`config.mk`:
```
export PLATFORM = sky130hd
export DESIGN_NAME = uart_baud_gen
export DESIGN_NICKNAME = d
export VERILOG_FILES = /design/src/rtl/uart_pkg.sv /design/src/rtl/uart_tick_cnt.sv /design/src/rtl/uart_baud_gen.sv
export SDC_FILE = /design/constraint.sdc
export NUM_CORES = 1
export LEC_CHECK = 0
export BUFFER_PORTS_ARGS = -buffer_cell sky130_fd_sc_hd__buf_2
export CORE_MARGIN = 1
export CORE_UTILIZATION = 56
export DETAILED_ROUTE_END_ITERATION = 16
export PLACE_DENSITY = 0.74
export RECOVER_POWER = 50
export SLEW_MARGIN = 20
export SYNTH_ARGS = -nofsm -noshare
export SYNTH_HDL_FRONTEND = slang
export SYNTH_SLANG_ARGS = --single-unit
```
`constraint.sdc`:
```
create_clock -name clk_i -period 3.3 [get_ports clk_i]
set_input_delay 0 -clock clk_i [delete_from_list [all_inputs] [get_ports clk_i]]
set_output_delay 0 -clock clk_i [all_outputs]
set_load 0.005 [all_outputs]
```
`src/rtl/uart_pkg.sv`:
```
// Shared constants and helpers for the UART baud-rate generator.
package uart_pkg;

    localparam int unsigned DEF_CLK_FREQ   = 50000000;
    localparam int unsigned DEF_TX_BAUD    = 115200;
    localparam int unsigned DEF_RX_BAUD    = 19200;
    localparam int unsigned DEF_OVERSAMPLE = 16;

    // Smallest divisor accepted at runtime; anything below is rejected.
    localparam int unsigned MIN_DIV = 2;

    // Clock cycles per tick for a given baud rate and ticks-per-bit.
    function automatic int unsigned baud_div(input int unsigned freq,
                                             input int unsigned baud,
                                             input int unsigned os);
        return freq / (baud * os);
    endfunction

endpackage

```
`src/rtl/uart_tick_cnt.sv`:
```
// Programmable tick counter: active/shadow divisor pair with glitch-free
// update on the wrap cycle, registered enable and a synchronous phase clear.
module uart_tick_cnt
    import uart_pkg::*;
#(
    parameter int unsigned     DivW   = 16,
    parameter logic [DivW-1:0] DefDiv = DivW'(baud_div(DEF_CLK_FREQ, DEF_TX_BAUD, 1))
) (
    input  logic            clk_i,
    input  logic            rst_ni,
    input  logic            en_i,
    input  logic            clr_i,
    input  logic            wr_i,
    input  logic [DivW-1:0] div_i,
    output logic            tick_o
);

    logic [DivW-1:0] div_act_q, div_act_d;
    logic [DivW-1:0] div_sh_q, div_sh_d;
    logic [DivW-1:0] cnt_q, cnt_d;
    logic            pend_q, pend_d;
    logic            en_q;
    logic            run;
    logic            wrap;

    // Counting only while the enable was high last cycle and is still high.
    assign run    = en_q & en_i;
    assign wrap   = en_q & (cnt_q == div_act_q - 1'b1);
    assign tick_o = wrap;

    // Next-state: clear/disable beat wrap; a write targets the shadow while
    // running so the current period is never cut or stretched.
    always_comb begin
        div_act_d = div_act_q;
        div_sh_d  = div_sh_q;
        pend_d    = pend_q;
        cnt_d     = cnt_q;

        if (!run) begin
            cnt_d = '0;
            if (pend_q) begin
                div_act_d = div_sh_q;
                pend_d    = 1'b0;
            end
        end else if (clr_i) begin
            // Resync keeps any pending divisor for the next real wrap.
            cnt_d = '0;
        end else if (wrap) begin
            cnt_d = '0;
            if (pend_q) begin
                div_act_d = div_sh_q;
                pend_d    = 1'b0;
            end
        end else begin
            cnt_d = cnt_q + 1'b1;
        end

        if (wr_i) begin
            if (run) begin
                div_sh_d = div_i;
                pend_d   = 1'b1;
            end else begin
                div_act_d = div_i;
                pend_d    = 1'b0;
            end
        end
    end

    // State register with synchronous active-low reset.
    always_ff @(posedge clk_i) begin
        if (!rst_ni) begin
            div_act_q <= DefDiv;
            div_sh_q  <= DefDiv;
            pend_q    <= 1'b0;
            cnt_q     <= '0;
            en_q      <= 1'b0;
        end else begin
            div_act_q <= div_act_d;
            div_sh_q  <= div_sh_d;
            pend_q    <= pend_d;
            cnt_q     <= cnt_d;
            en_q      <= en_i;
        end
    end

endmodule

```
`src/rtl/uart_baud_gen.sv`:
```
// UART baud-rate generator: TX tick, RX oversample tick with mid-bit and
// end-of-bit strobes, runtime divisor configuration with error pulse.
module uart_baud_gen
    import uart_pkg::*;
#(
    parameter int unsigned CLK_FREQ   = DEF_CLK_FREQ,
    parameter int unsigned TX_BAUD    = DEF_TX_BAUD,
    parameter int unsigned RX_BAUD    = DEF_RX_BAUD,
    parameter int unsigned OVERSAMPLE = DEF_OVERSAMPLE,
    parameter int unsigned DIV_W      = 16
) (
    input  logic             clk_i,
    input  logic             rst_ni,
    input  logic             tx_en_i,
    input  logic             rx_en_i,
    input  logic             rx_resync_i,
    input  logic             cfg_wr_i,
    input  logic             cfg_sel_i,
    input  logic [DIV_W-1:0] cfg_div_i,
    output logic             cfg_err_o,
    output logic             tx_tick_o,
    output logic             rx_tick_o,
    output logic             rx_sample_o,
    output logic             rx_bit_o
);

    localparam logic [DIV_W-1:0] DEF_TX_DIV = DIV_W'(baud_div(CLK_FREQ, TX_BAUD, 1));
    localparam logic [DIV_W-1:0] DEF_RX_DIV = DIV_W'(baud_div(CLK_FREQ, RX_BAUD, OVERSAMPLE));
    localparam int unsigned      OS_W       = $clog2(OVERSAMPLE);
    localparam logic [OS_W-1:0]  OS_MID     = OS_W'(OVERSAMPLE / 2 - 1);
    localparam logic [OS_W-1:0]  OS_LAST    = OS_W'(OVERSAMPLE - 1);

    logic            div_ok;
    logic            tx_wr;
    logic            rx_wr;
    logic            rx_tick;
    logic [OS_W-1:0] os_q, os_d;
    logic            err_q, err_d;

    assign div_ok = cfg_div_i >= DIV_W'(MIN_DIV);
    assign tx_wr  = cfg_wr_i & div_ok & ~cfg_sel_i;
    assign rx_wr  = cfg_wr_i & div_ok & cfg_sel_i;
    assign err_d  = cfg_wr_i & ~div_ok;

    uart_tick_cnt #(
        .DivW   (DIV_W),
        .DefDiv (DEF_TX_DIV)
    ) u_tx_cnt (
        .clk_i  (clk_i),
        .rst_ni (rst_ni),
        .en_i   (tx_en_i),
        .clr_i  (1'b0),
        .wr_i   (tx_wr),
        .div_i  (cfg_div_i),
        .tick_o (tx_tick_o)
    );

    uart_tick_cnt #(
        .DivW   (DIV_W),
        .DefDiv (DEF_RX_DIV)
    ) u_rx_cnt (
        .clk_i  (clk_i),
        .rst_ni (rst_ni),
        .en_i   (rx_en_i),
        .clr_i  (rx_resync_i),
        .wr_i   (rx_wr),
        .div_i  (cfg_div_i),
        .tick_o (rx_tick)
    );

    // Oversample position within the bit; resync and disable restart it.
    always_comb begin
        os_d = os_q;
        if (!rx_en_i || rx_resync_i) begin
            os_d = '0;
        end else if (rx_tick) begin
            os_d = (os_q == OS_LAST) ? '0 : os_q + 1'b1;
        end
    end

    // Oversample counter and config-error pulse registers.
    always_ff @(posedge clk_i) begin
        if (!rst_ni) begin
            os_q  <= '0;
            err_q <= 1'b0;
        end else begin
            os_q  <= os_d;
            err_q <= err_d;
        end
    end

    assign rx_tick_o   = rx_tick;
    assign rx_sample_o = rx_tick & (os_q == OS_MID);
    assign rx_bit_o    = rx_tick & (os_q == OS_LAST);
    assign cfg_err_o   = err_q;

endmodule
```
# Word-level counts from Yosys, hierarchy flattened
# Index checks and enable logic that the tools add are counted.
[totals]
output_inout_bits = 5
reg_bits = 105
[classes]
n_lt_le_gt_ge = 1
n_addsub = 5
n_mux = 21
eq_ne = 7
n_reduce_logical = 8
n_bitwise = 15
[op_table]
columns = ["cell", "n"]
rows = [
  ["$mux W16", 11],
  ["$add A16 B1 Y16 const B", 2],
  ["$eq A16 B16 Y1", 2],
  ["$sub A16 B1 Y16 const B", 2],
  ["$ge A16 B2 Y1 const B", 1],
  ["$and A1 B1 Y1", 10],
  ["$mux W1", 9],
  ["$ne A3 B3 Y1 const B", 3],
  ["$reduce_and A2 Y1", 3],
  ["$not A1 Y1", 5],
  ["$add A4 B1 Y4 const B", 1],
  ["$eq A4 B3 Y1 const B", 1],
  ["$eq A4 B4 Y1 const B", 1],
  ["$mux W4", 1],
  ["$reduce_or A4 Y1", 1],
  ["$reduce_or A3 Y1", 1],
  ["$reduce_or A2 Y1", 1],
  ["$logic_not A1 Y1", 1],
  ["$logic_or A1 B1 Y1", 1],
]

# Logic depth before layout (Yosys ltp)
# Gate-level depths: netlist (run 1).
[depth]
word_depth = 8
mapped_depth = 13

# Modules after synthesis
# Synthesis (run 1) repeated with hierarchy kept, for this count alone.
[unflattened]
cells_unflattened = 732
hier_area_um2 = 5789.3
[by_module_without_submodules]
columns = ["module", "area_per_inst_um2", "instances", "seq_area_each_um2", "cells_each"]
rows = [
  ["uart_tick_cnt (u_tx_cnt)", 2879.0, 1, 1001.0, 367],
  ["uart_tick_cnt (u_rx_cnt)", 2635.0, 1, 1001.0, 329],
  ["uart_baud_gen", 275.3, 1, 100.1, 36],
]

# Worst setup path after synthesis (run 1)
# Ideal clock, no wire load.
[synth_path]
path_kind = "register -> register"
start = "register u_rx_cnt.div_act_q[0]"
end = "register u_rx_cnt.cnt_q[10]"
t_arrival_ns = 3.354
period_less_slack_ns = 3.471
stages_incl_launch_ff = 14
path_slack_ns = -0.171
required_time_ns = 3.183
cell_sequence = "dfxtp_1 -> inv_1 -> ha_1 -> buf_2 -> or4b_1 -> nor4b_1 -> xnor2_1 -> nand2_1 -> or4b_1 -> or4_1 -> clkbuf_1 -> nand3_1 -> buf_2 -> nor2_1"
[synth_via]
elab_chain_cells = 4
[synth_lines]
columns = ["item", "line_no", "text"]
rows = [
  ["from (decl)", "uart_tick_cnt.sv:18", "logic [DivW-1:0] div_act_q, div_act_d;"],
  ["from (signal assigned)", "uart_tick_cnt.sv:72", "div_act_q <= DefDiv;"],
  ["from (signal assigned)", "uart_tick_cnt.sv:78", "div_act_q <= div_act_d;"],
  ["$sub A16 B1 Y16", "uart_tick_cnt.sv:28", "assign wrap = en_q & (cnt_q == div_act_q - 1'b1);"],
  ["$eq A16 B16 Y1", "uart_tick_cnt.sv:28", ""],
  ["$and A1 B1 Y1", "uart_tick_cnt.sv:28", ""],
  ["$reduce_or A4 Y1 (no source line)", "n/a", ""],
  ["to (signal assigned)", "uart_tick_cnt.sv:81", "cnt_q <= cnt_d;"],
  ["to (decl)", "uart_tick_cnt.sv:20", "logic [DivW-1:0] cnt_q, cnt_d;"],
]
# Every way passes these cells.
# A chain may end at the register's enable or synchronous reset.

# Final worst setup path (run 1)
[layout_path]
start = "register u_rx_cnt.div_act_q[2]"
end = "output port rx_sample_o"
[layout_via]
elab_chain_cells = 4
[layout_lines]
columns = ["item", "line_no", "text"]
rows = [
  ["$sub A16 B1 Y16", "uart_tick_cnt.sv:28", ""],
  ["$eq A16 B16 Y1", "uart_tick_cnt.sv:28", ""],
  ["$and A1 B1 Y1", "uart_tick_cnt.sv:28", ""],
  ["$and A1 B1 Y1", "uart_baud_gen.sv:93", "assign rx_sample_o = rx_tick & (os_q == OS_MID);"],
  ["to (decl)", "uart_baud_gen.sv:23", "output logic rx_sample_o,"],
]
# Every way passes these cells.

==> results of run 1 <==
## sequential cells by signal, summed over array words and instances, names as in the netlist
| name | count |
|---|---|
| cfg_err_o | 1 |
| u_rx_cnt.en_q | 1 |
| u_rx_cnt.cnt_q | 16 |
| u_rx_cnt.div_sh_q | 16 |
| u_rx_cnt.pend_q | 1 |
| u_rx_cnt.div_act_q | 16 |
| u_tx_cnt.div_act_q | 16 |
| u_tx_cnt.pend_q | 1 |
| u_tx_cnt.div_sh_q | 16 |
| u_tx_cnt.en_q | 1 |
| u_tx_cnt.cnt_q | 16 |
| os_q | 4 |
## layout make-up
cell class / instances / area [sq um] / area share, %
Timing Repair Buffer: 69 / 515 / 7.83
Inverter: 19 / 71.3 / 1.08
Multi-Input combinational cell: 538 / 3510 / 53.3
Clock buffer: 9 / 124 / 1.88
Clock inverter: 7 / 95.1 / 1.44
Sequential cell: 105 / 2100 / 32.0
Tap cell: 133 / 166 / 2.53
## metal layers
metal	up-vias	track usage, %
met3	32	5.20
met1	2468	37.5
met5	-	0
met4	0	12.7
met2	179	42.2
li1	2612	-
## critical path: cells and delay by family, from the launching register on
| family | cells | cell delay (ns) |
|---|---|---|
| AO/OA/AOI/OAI | 2 | 0.46 |
| flip-flops | 1 | 0.33 |
| AND/OR/NAND/NOR | 6 | 1.43 |
| buffers and inverters | 3 | 0.46 |
## synth_stat cells (4+ instances only)
library cell	n	area, sq um
nor4_1	7	43.8
or2_2	5	31.3
a221o_1	12	120
and3_1	14	87.6
nand2b_1	4	25.0
nor4b_1	4	35.0
o21a_1	4	30.0
a21boi_0	35	263
nand3b_1	9	67.6
a311oi_1	5	43.8
or4b_1	4	40.0
nor3b_1	11	82.6
ha_1	5	62.6
nand3_1	31	155
clkbuf_1	33	124
a22o_1	13	114
dfxtp_1	105	2100
xor2_1	35	307
buf_2	6	30.0
o22ai_1	4	25.0
nand2_1	102	383
nand4_1	12	75.1
nor3_1	14	70.1
nor2_1	59	221
nor2b_1	6	37.5
o21ai_0	24	120
o211ai_1	12	90.1
a221oi_1	4	35.0
and2_1	5	31.3
inv_1	19	71.3
xnor2_1	32	280
a21oi_1	16	80.1
o221a_2	11	124
## final timing paths
path	start	endpoint	cells after the start
setup / recovery	u_rx_cnt.div_act_q[2]$_SDFF_PN0_	rx_sample_o	11
hold / removal	cfg_sel_i	u_tx_cnt.pend_q$_SDFFE_PN0P_	4
setup reg to reg	u_rx_cnt.div_act_q[1]$_SDFF_PN1_	os_q[0]$_SDFFE_PP0N_	10
hold reg to reg	u_tx_cnt.div_sh_q[13]$_SDFFE_PN0P_	u_tx_cnt.div_sh_q[13]$_SDFFE_PN0P_	2
## cell usage in the layout, fill, tap and decap left out, types with 13 or more instances in the layout
| master | netlist | layout |
|---|---|---|
| nand2_1 | 102 | 102 |
| inv_1 | 19 | 19 |
| and3_1 | 14 | 14 |
| dlygate4sd3_1 | 0 | 22 |
| nand3_1 | 31 | 31 |
| a21boi_0 | 35 | 35 |
| a21oi_1 | 16 | 16 |
| nor3_1 | 14 | 14 |
| buf_2 | 6 | 25 |
| xor2_1 | 35 | 35 |
| xnor2_1 | 32 | 32 |
| a22o_1 | 13 | 13 |
| buf_4 | 0 | 17 |
| o21ai_0 | 24 | 24 |
| dfxtp_1 | 105 | 103 |
| nor2_1 | 59 | 59 |
## kinds of logic (layout without fill, tap and decap cells)
logic type                 count (synthesis)  after routing  share of synthesized area, %
buffers and inverters                     62            104                          4.56
DFF                                      105            105                          36.0
and+or+nand+nor                          304            304                          27.2
adders and majority gates                  5              5                          1.07
xor gates and xnor gates                  67             67                          10.0
AOI/OAI and AO/OA                        162            162                          21.1
## power breakdown
group / switching (mW) / leakage [nW] / internal, mW
Sequential: 0.0454 / 0.852 / 1.30
Clock: 0.501 / 0.111 / 0.373
Combinational: 0.153 / 1.37 / 0.128
## repair_timing
action	4_1_cts	5_1_grt
hold buffers	22	0
setup buffers	1	2
endpoints found under the hold margin	59	0
cloned	0	1
pin swaps	0	4
gates resized for setup	1	6
setup endpoints to repair	1	36
## per-stage QoR
| step | setup TNS, ns | util (%) |
|---|---|---|
| 2_1_floorplan | 0 | - |
| 3_3_place_gp | 0 | 61.3 |
| 3_5_place_dp | 0 | 61.3 |
| 4_1_cts | 0 | 65.9 |
| 5_1_grt | -0.00885 | 66.1 |
| 6_report | 0 | 66.1 |
==> flow_metrics.tcl, run 1 <==
set metrics [dict create \
    outcome "complete, but fails checks" \
    violations "capacitance limit, slew limit" \
    dpl.hpwl_microns 10100 \
    wl_per_cell_microns 16.6 \
    cts_tree "yes" \
    hold_class "primary input to flip-flop" \
    clk_path_buf_depth 2 \
    worst_slack_ns 0.194 \
    antenna_found_initial 0 \
    critPathMostFrequentCell "buf_4" \
    top_layer "met4" \
    dr_wl_met3_microns 978 \
    syn_avg_cell_area_sq_um 8.29 \
    vias_per_cell 6.01 \
    fillCellCount 810 \
    startpoint_type "flip-flop" \
    dpl.cell_count 838 \
    maxCapViolCount 2 \
    htreeDepth 3 \
    fin_nets 770 \
    grt_pass1_vias 4883 \
    clock-sinks 105 \
    routabilityCongestion 0.841 \
    synthesis.area_sq_um 5840 \
    route.detailed.drc 0 \
    slew_viol_final 79 \
    clk_pin_slew_worst_paths_ns 0.11 \
    drtIter0Drc 320 \
    seq_area_frac_synth_pct 36.0 \
    slew_headroom_pct -36.5 \
    p_leak_nw 2.34 \
    start_util_pct 58.7 \
    portBuffers 27 \
    critical_path_arrival_ns 3.11 \
    synth_fp_nets 733 \
    synth_cell_type_count 66 \
    clock_skew_ns 0.0162 \
    ys_ff_latch 105 \
    die_area_sq_um 10800 \
    fmax_ghz 0.322 \
    drt-pass1-iter-count 5 \
    worst_pin_slew_ns 2.05 \
    postPlaceCellArea_sq_um 6110 \
    final_cells 880 \
    cp_slowest_cell "o311a_1" \
    grt_max_degree 59 \
    drive_gt1_share_pct 12.6 \
    cp.required_ns 3.30 \
    die_x_microns 104 \
    syn_inst 705 \
    ys.flop_type "dfxtp_1" \
    cpPeakStageDelay_ns 0.39 \
    gr-total-overflow 0 \
    hold_violations 0 \
    period_minus_slack_ns 3.11 \
    synthArstFlopShare_pct 0 \
    cp_max_fo 8 \
    path_class "flip-flop to primary output" \
    whs_ns 0.0232 \
    path_cells "buf_4, nor3_4, and2_4, nor4b_1, a31oi_1, o311a_1, nor4_4, buf_4, nand2_1, nor3b_2, buf_2" \
    ioPinCount 28 \
    num_vias 5291 \
    synth_edf_count 0 \
    n_antenna_cell 0 \
    grt_pass1_wl_microns 23900 \
    place_ws_ns 0.0343 \
    critPathCaptureType "primary output" \
    syn_to_final_growth_pct 12.7 \
    cts_buffers 9 \
    power_density_nw_per_um2 380 \
    ir_drop_uv 421 \
    grt_usage_pct 27.6 \
    final_area_sq_um 6580 \
    final.period_utilization_pct 94.1 \
    fp.dieH_microns 104 \
    clk_latency_ns 0.40 \
    finalPower_mw 2.50 \
    core-area_sq_um 9950 \
    row_count 36 \
    antenna_left 0 \
    r2r_slack_ns 0.21 \
    cts_root_buf "clkbuf_8" \
    setup_viol_count_final 0 \
    wl_met2_microns 6480 \
    synth_warnings 0 \
    wl_met1_microns 6710 \
    routed_wl_microns 14600 \
]
No activity file was read; power rests on OpenSTA's default activity.
==> inputs of run 2 (changes only) <==
CORE_MARGIN = 4   (was 1)
CORE_UTILIZATION = 60   (was 56)
PLACE_DENSITY = 0.75   (was 0.74)
clock period = 3.1 ns   (was 3.3 ns; I/O delays follow)
==> flow_metrics.tcl, run 2 (same netlist as run 1, synthesis figures left out) <==
set metrics [dict create \
    ioPinCount 28 \
    drive_gt1_share_pct 16.6 \
    row_count 35 \
    portBuffers 27 \
    path_class "flip-flop to primary output" \
    worst_slack_ns -0.130 \
    place_ws_ns -0.0306 \
    die_x_microns 107 \
    gr-total-overflow 0 \
    htreeDepth 3 \
    clk_path_buf_depth 2 \
    final_common_cell "dfxtp_1" \
    worst_pin_slew_ns 0.916 \
    fin_nets 789 \
    route.detailed.drc 0 \
    drt-pass1-iter-count 7 \
    dpl.hpwl_microns 10300 \
    p_sw_mw 0.716 \
    final.period_utilization_pct 104 \
    antenna_left 0 \
    hold_class "primary input to flip-flop" \
    cpPeakStageDelay_ns 0.47 \
    critical_path_arrival_ns 3.23 \
    grt_usage_pct 26.8 \
    seqPwrFrac_pct 55.5 \
    routabilityCongestion 0.904 \
    vias_per_cell 6.09 \
    clkPwrFrac_pct 31.2 \
    cp_max_fo 4 \
    clock_skew_ns 0.0178 \
    mostFrequentLayoutCells "103 x dfxtp_1, 101 x nand2_1, 56 x nor2_1" \
    fp.dieH_microns 107 \
    syn_to_final_growth_pct 16.4 \
    cp_slowest_cell "or4b_4" \
    maxCapViolCount 0 \
    cts_root_buf "clkbuf_8" \
    start_util_pct 62.3 \
    ir_drop_uv 395 \
    path_delay_family "simple AND/OR/NAND/NOR gates" \
    critPathCaptureType "primary output" \
    wl_per_cell_microns 16.9 \
    path_cells "inv_4, ha_4, or4b_4, nor4b_4, xnor2_1, nand2_1, or3_4, nor4_4, buf_4, nand2_4, nor3b_2, buf_2" \
    comb_power_share_pct 13.3 \
    p_leak_nw 2.43 \
    num_vias 5449 \
    core-area_sq_um 9370 \
    setup_viol_count_final 19 \
    die_area_sq_um 11400 \
    grt_pass1_vias 4982 \
    cp.required_ns 3.10 \
    violations "setup timing" \
    slew_viol_final 0 \
    cts_tree "yes" \
    hold_violations 0 \
    finalPower_mw 2.56 \
    cts_buffers 9 \
    clock-sinks 105 \
    utilization_pct 72.6 \
    routed_wl_microns 15100 \
    fillCellCount 729 \
    rsz0062_at_grt "yes" \
    grt_max_degree 48 \
    antenna_found_initial 0 \
    outcome "complete, but fails checks" \
    cp_num_buf_inv 3 \
    startpoint_type "flip-flop" \
    p_int_mw 1.84 \
    fmax_ghz 0.310 \
    drtIter0Drc 410 \
    grt_pass1_wl_microns 24800 \
    clk_pin_slew_worst_paths_ns 0.11 \
    period_minus_slack_ns 3.23 \
    power_density_nw_per_um2 376 \
    clk_latency_ns 0.38 \
    slew_headroom_pct 38.9 \
    sw_frac_of_total_pct 28.0 \
    n_antenna_cell 0 \
]
-- run 2: changes by cell type in the layout (fill, tap and decap cells not counted), sizes merged --
cell,delta
dlygate4sd3,+1
nand3,+1
clkbuf,+4
buf,+14
bufinv,-1
o21ai,+1
inv,-1
-- run 2: worst paths after layout --
path / startpoint / endpoint / slack (ns) / depth (start not counted)
worst max-delay path: u_rx_cnt.div_act_q[0]$_SDFF_PN0_ / rx_sample_o / -0.13 / 12
worst min-delay path: cfg_sel_i / u_tx_cnt.pend_q$_SDFFE_PN0P_ / 0.02 / 4
worst min register to register: u_tx_cnt.div_sh_q[2]$_SDFFE_PN0P_ / u_tx_cnt.div_sh_q[2]$_SDFFE_PN0P_ / 0.47 / 2
worst max register to register: u_rx_cnt.div_act_q[0]$_SDFF_PN0_ / u_rx_cnt.div_act_q[11]$_SDFF_PN0_ / -0.06 / 12
-- run 2: routing by layer --
| metal | GRT usage, % | wire length [microns] | share of wire, % |
|---|---|---|---|
| met4 | 8.22 | 371 | 2.5 |
| met2 | 39.9 | 6610 | 44 |
| met3 | 4.52 | 1150 | 7.6 |
| met5 | 0 | 0 | 0 |
| met1 | 39.6 | 6990 | 46 |
-- run 2: per-stage QoR --
step | setup TNS (ns) | instance area, sq um | hold WS (ns) | cells
final | -0.905 | 6800 | 0.0203 | 895
after global routing | -3.99 | 6800 | 0.0178 | 895
after CTS | -0.0156 | 6640 | 0.000404 | 882
after detailed placement | -0.0312 | 6200 | 0.228 | 842
after global placement | 0 | 6200 | 0.226 | 842
after floorplan | -0.325 | 5920 | 0.114 | 705
-- run 2: cell type report --
class,instances,area (sq um),share of cell area (%)
inverters,19,73.8,1.09
multi-input cells,540,3630,53.4
clock inverters,5,48.8,0.717
well taps,129,161,2.37
repair buffers,86,649,9.55
flip-flops and latches,105,2110,31.0
clock buffers,11,131,1.93
-- run 2: power groups by stage --
stage | Combinational [mW] | Clock [mW] | Sequential (mW)
floorplan | 0.205 | 0 | 1.44
global placement | 0.285 | 0 | 1.45
global route | 0.370 | 0.867 | 1.43
finish | 0.339 | 0.799 | 1.42
CTS | 0.317 | 0.815 | 1.42
detailed placement | 0.293 | 0 | 1.45
-- run 2: repair_timing --
| item | CTS | global route |
|---|---|---|
| pin swaps | 1 | 18 |
| endpoints found under the hold margin | 46 | 0 |
| cloned | 0 | 2 |
| hold buffers | 23 | 0 |
| resized for setup | 4 | 17 |
| setup endpoints to repair | 27 | 66 |
| buffers inserted | 1 | 11 |
-- run 2: tightest hold or removal path: stages --
cell	delay (ns)
buf_2	0.10
nor2_1	0.09
a21oi_1	0.12
nor2_1	0.05
==> inputs of run 3 (changes only) <==
CORE_ASPECT_RATIO = 1.25   (was default)
MAX_ROUTING_LAYER = met4   (was default)
==> flow_metrics.tcl, run 3 (same netlist as run 1, synthesis figures left out) <==
set metrics [dict create \
    outcome "completed" \
    syn_to_final_growth_pct 18.0 \
    drtIter0Drc 341 \
    row_count 40 \
    clock_skew_ns 0.0110 \
    cpPeakStageDelay_ns 0.50 \
    cts_buffers 9 \
    grt_pass1_vias 5165 \
    path_delay_family "simple AND/OR/NAND/NOR gates" \
    clk_pin_slew_worst_paths_ns 0.08 \
    power_density_nw_per_um2 428 \
    slew_viol_final 0 \
    clk_path_buf_depth 2 \
    clock-sinks 105 \
    antenna_found_initial 0 \
    route.detailed.drc 0 \
    cp_num_buf_inv 3 \
    final_cells 889 \
    cts_tree "yes" \
    comb_power_share_pct 11.4 \
    critical_path_arrival_ns 3.05 \
    mostFrequentLayoutCells "103 x dfxtp_1, 102 x nand2_1, 59 x nor2_1" \
    worst_pin_slew_ns 0.935 \
    final_common_cell "dfxtp_1" \
    fin_setup_tns_ns 0 \
    hold_violations 0 \
    path_cells "inv_4, ha_4, or4b_4, xnor2_1, o22ai_1, a221oi_2, or3_4, nor4_4, buf_4, nand2_1, nor3b_2, buf_2" \
    cp.required_ns 3.10 \
    dpl.cell_count 846 \
    die_area_sq_um 11400 \
    grt_usage_pct 28.1 \
    core-area_sq_um 9560 \
    fp.dieH_microns 118 \
    cp_max_fo 4 \
    path_class "flip-flop to primary output" \
    start_util_pct 61.1 \
    grt_max_degree 43 \
    gr-total-overflow 0 \
    critPathCaptureType "primary output" \
    fin_nets 786 \
    num_vias 5366 \
    utilization_pct 72.1 \
    slew_headroom_pct 37.6 \
    clk_latency_ns 0.35 \
    maxCapViolCount 0 \
    rsz0062_at_grt "yes" \
    cp_slowest_cell "or4b_4" \
    finalPower_mw 2.95 \
    drive_gt1_share_pct 16.1 \
    p_int_mw 2.19 \
    ir_drop_uv 291 \
    antenna_left 0 \
    seqPwrFrac_pct 48.2 \
    setup_viol_count_final 0 \
    final.period_utilization_pct 98.5 \
    ioPinCount 28 \
    grt_pass1_wl_microns 24800 \
    p_leak_nw 2.48 \
    clkPwrFrac_pct 40.4 \
    htreeDepth 3 \
    routed_wl_microns 15400 \
    final_area_sq_um 6890 \
    wl_per_cell_microns 17.4 \
    portBuffers 27 \
    vias_per_cell 6.04 \
    period_minus_slack_ns 3.05 \
    sw_frac_of_total_pct 25.6 \
    routabilityCongestion 0.980 \
    startpoint_type "flip-flop" \
    p_sw_mw 0.753 \
    drt-pass1-iter-count 5 \
    postPlaceCellArea_sq_um 6280 \
    fillCellCount 729 \
    dpl.hpwl_microns 11300 \
    hold_class "primary input to flip-flop" \
    cts_root_buf "clkbuf_16" \
    n_antenna_cell 0 \
    die_x_microns 96.3 \
    fmax_ghz 0.328 \
]
## run 3: cell types whose count changed in the layout (fill, tap and decap cells not counted), moves of 2 or more
cell and delta:
clkinv_4 -3, nor2_2 -3, buf_4 +4, nor3_2 -2, dlygate4sd3_1 -4, clkbuf_8 -8
nor2_1 +3, clkbuf_16 +9, buf_12 +2, clkbuf_1 -2, inv_6 +2, buf_6 -3
## run 3: final timing paths
kind,from,endpoint,slack [ns],cells after the start
worst max-delay path,u_rx_cnt.div_act_q[1]$_SDFF_PN1_,rx_sample_o,0.05,12
worst min-delay path,rx_resync_i,os_q[0]$_SDFFE_PP0N_,0.02,3
worst max register to register,u_rx_cnt.div_act_q[1]$_SDFF_PN1_,os_q[0]$_SDFFE_PP0N_,0.05,10
worst min register to register,u_tx_cnt.div_sh_q[10]$_SDFFE_PN0P_,u_tx_cnt.div_sh_q[10]$_SDFFE_PN0P_,0.47,2
## run 3: final cells by class
class	instances	area (sq um)	share of cell area [%]
clock buffers	10	239	3.47
clock inverters	6	71.3	1.03
inverters	19	73.8	1.07
multi-input cells	539	3600	52.2
flip-flops and latches	105	2110	30.6
well taps	126	158	2.29
repair buffers	84	641	9.29
## run 3: power by group through the flow
stage	Sequential (mW)	Combinational, mW	Clock, mW
CTS	1.42	0.319	1.21
detailed placement	1.45	0.298	0
floorplan	1.44	0.205	0
global route	1.42	0.365	1.26
finish	1.42	0.337	1.19
global placement	1.45	0.291	0
## run 3: stage by stage
step	setup slack, ns	hold slack [ns]
floorplan	-0.0366	0.114
global placement	0.0806	0.230
detailed placement	0.00761	0.236
CTS	0.00126	0.0159
global route	-0.0547	0.0417
finish	0.0466	0.0242
## run 3: worst reg2reg max path, stage by stage (launching register included)
cell,delay [ns]
dfxtp_4,0.36
inv_4,0.06
ha_4,0.13
or4b_4,0.50
nor4b_4,0.24
xnor2_1,0.14
nand2_1,0.09
or4b_1,0.54
or4_4,0.48
a311o_1,0.34
a21oi_1,0.13
## run 3: what timing repair did
item,4_1_cts,5_1_grt
pin swaps,0,8
endpoints found under the setup margin,3,47
hold buffers,19,0
cloned,0,1
hold endpoints to repair,36,0
gates resized for setup,1,11
buffers inserted,0,7
## run 3: layer usage
metal / global-route usage [%] / part of all wire (%) / wire length (microns)
met2: 50.9 / 55 / 8450
met5: - / 0 / 0
met3: 3.56 / 2.8 / 432
met1: 30.2 / 39 / 6030
met4: 10.5 / 3.4 / 526
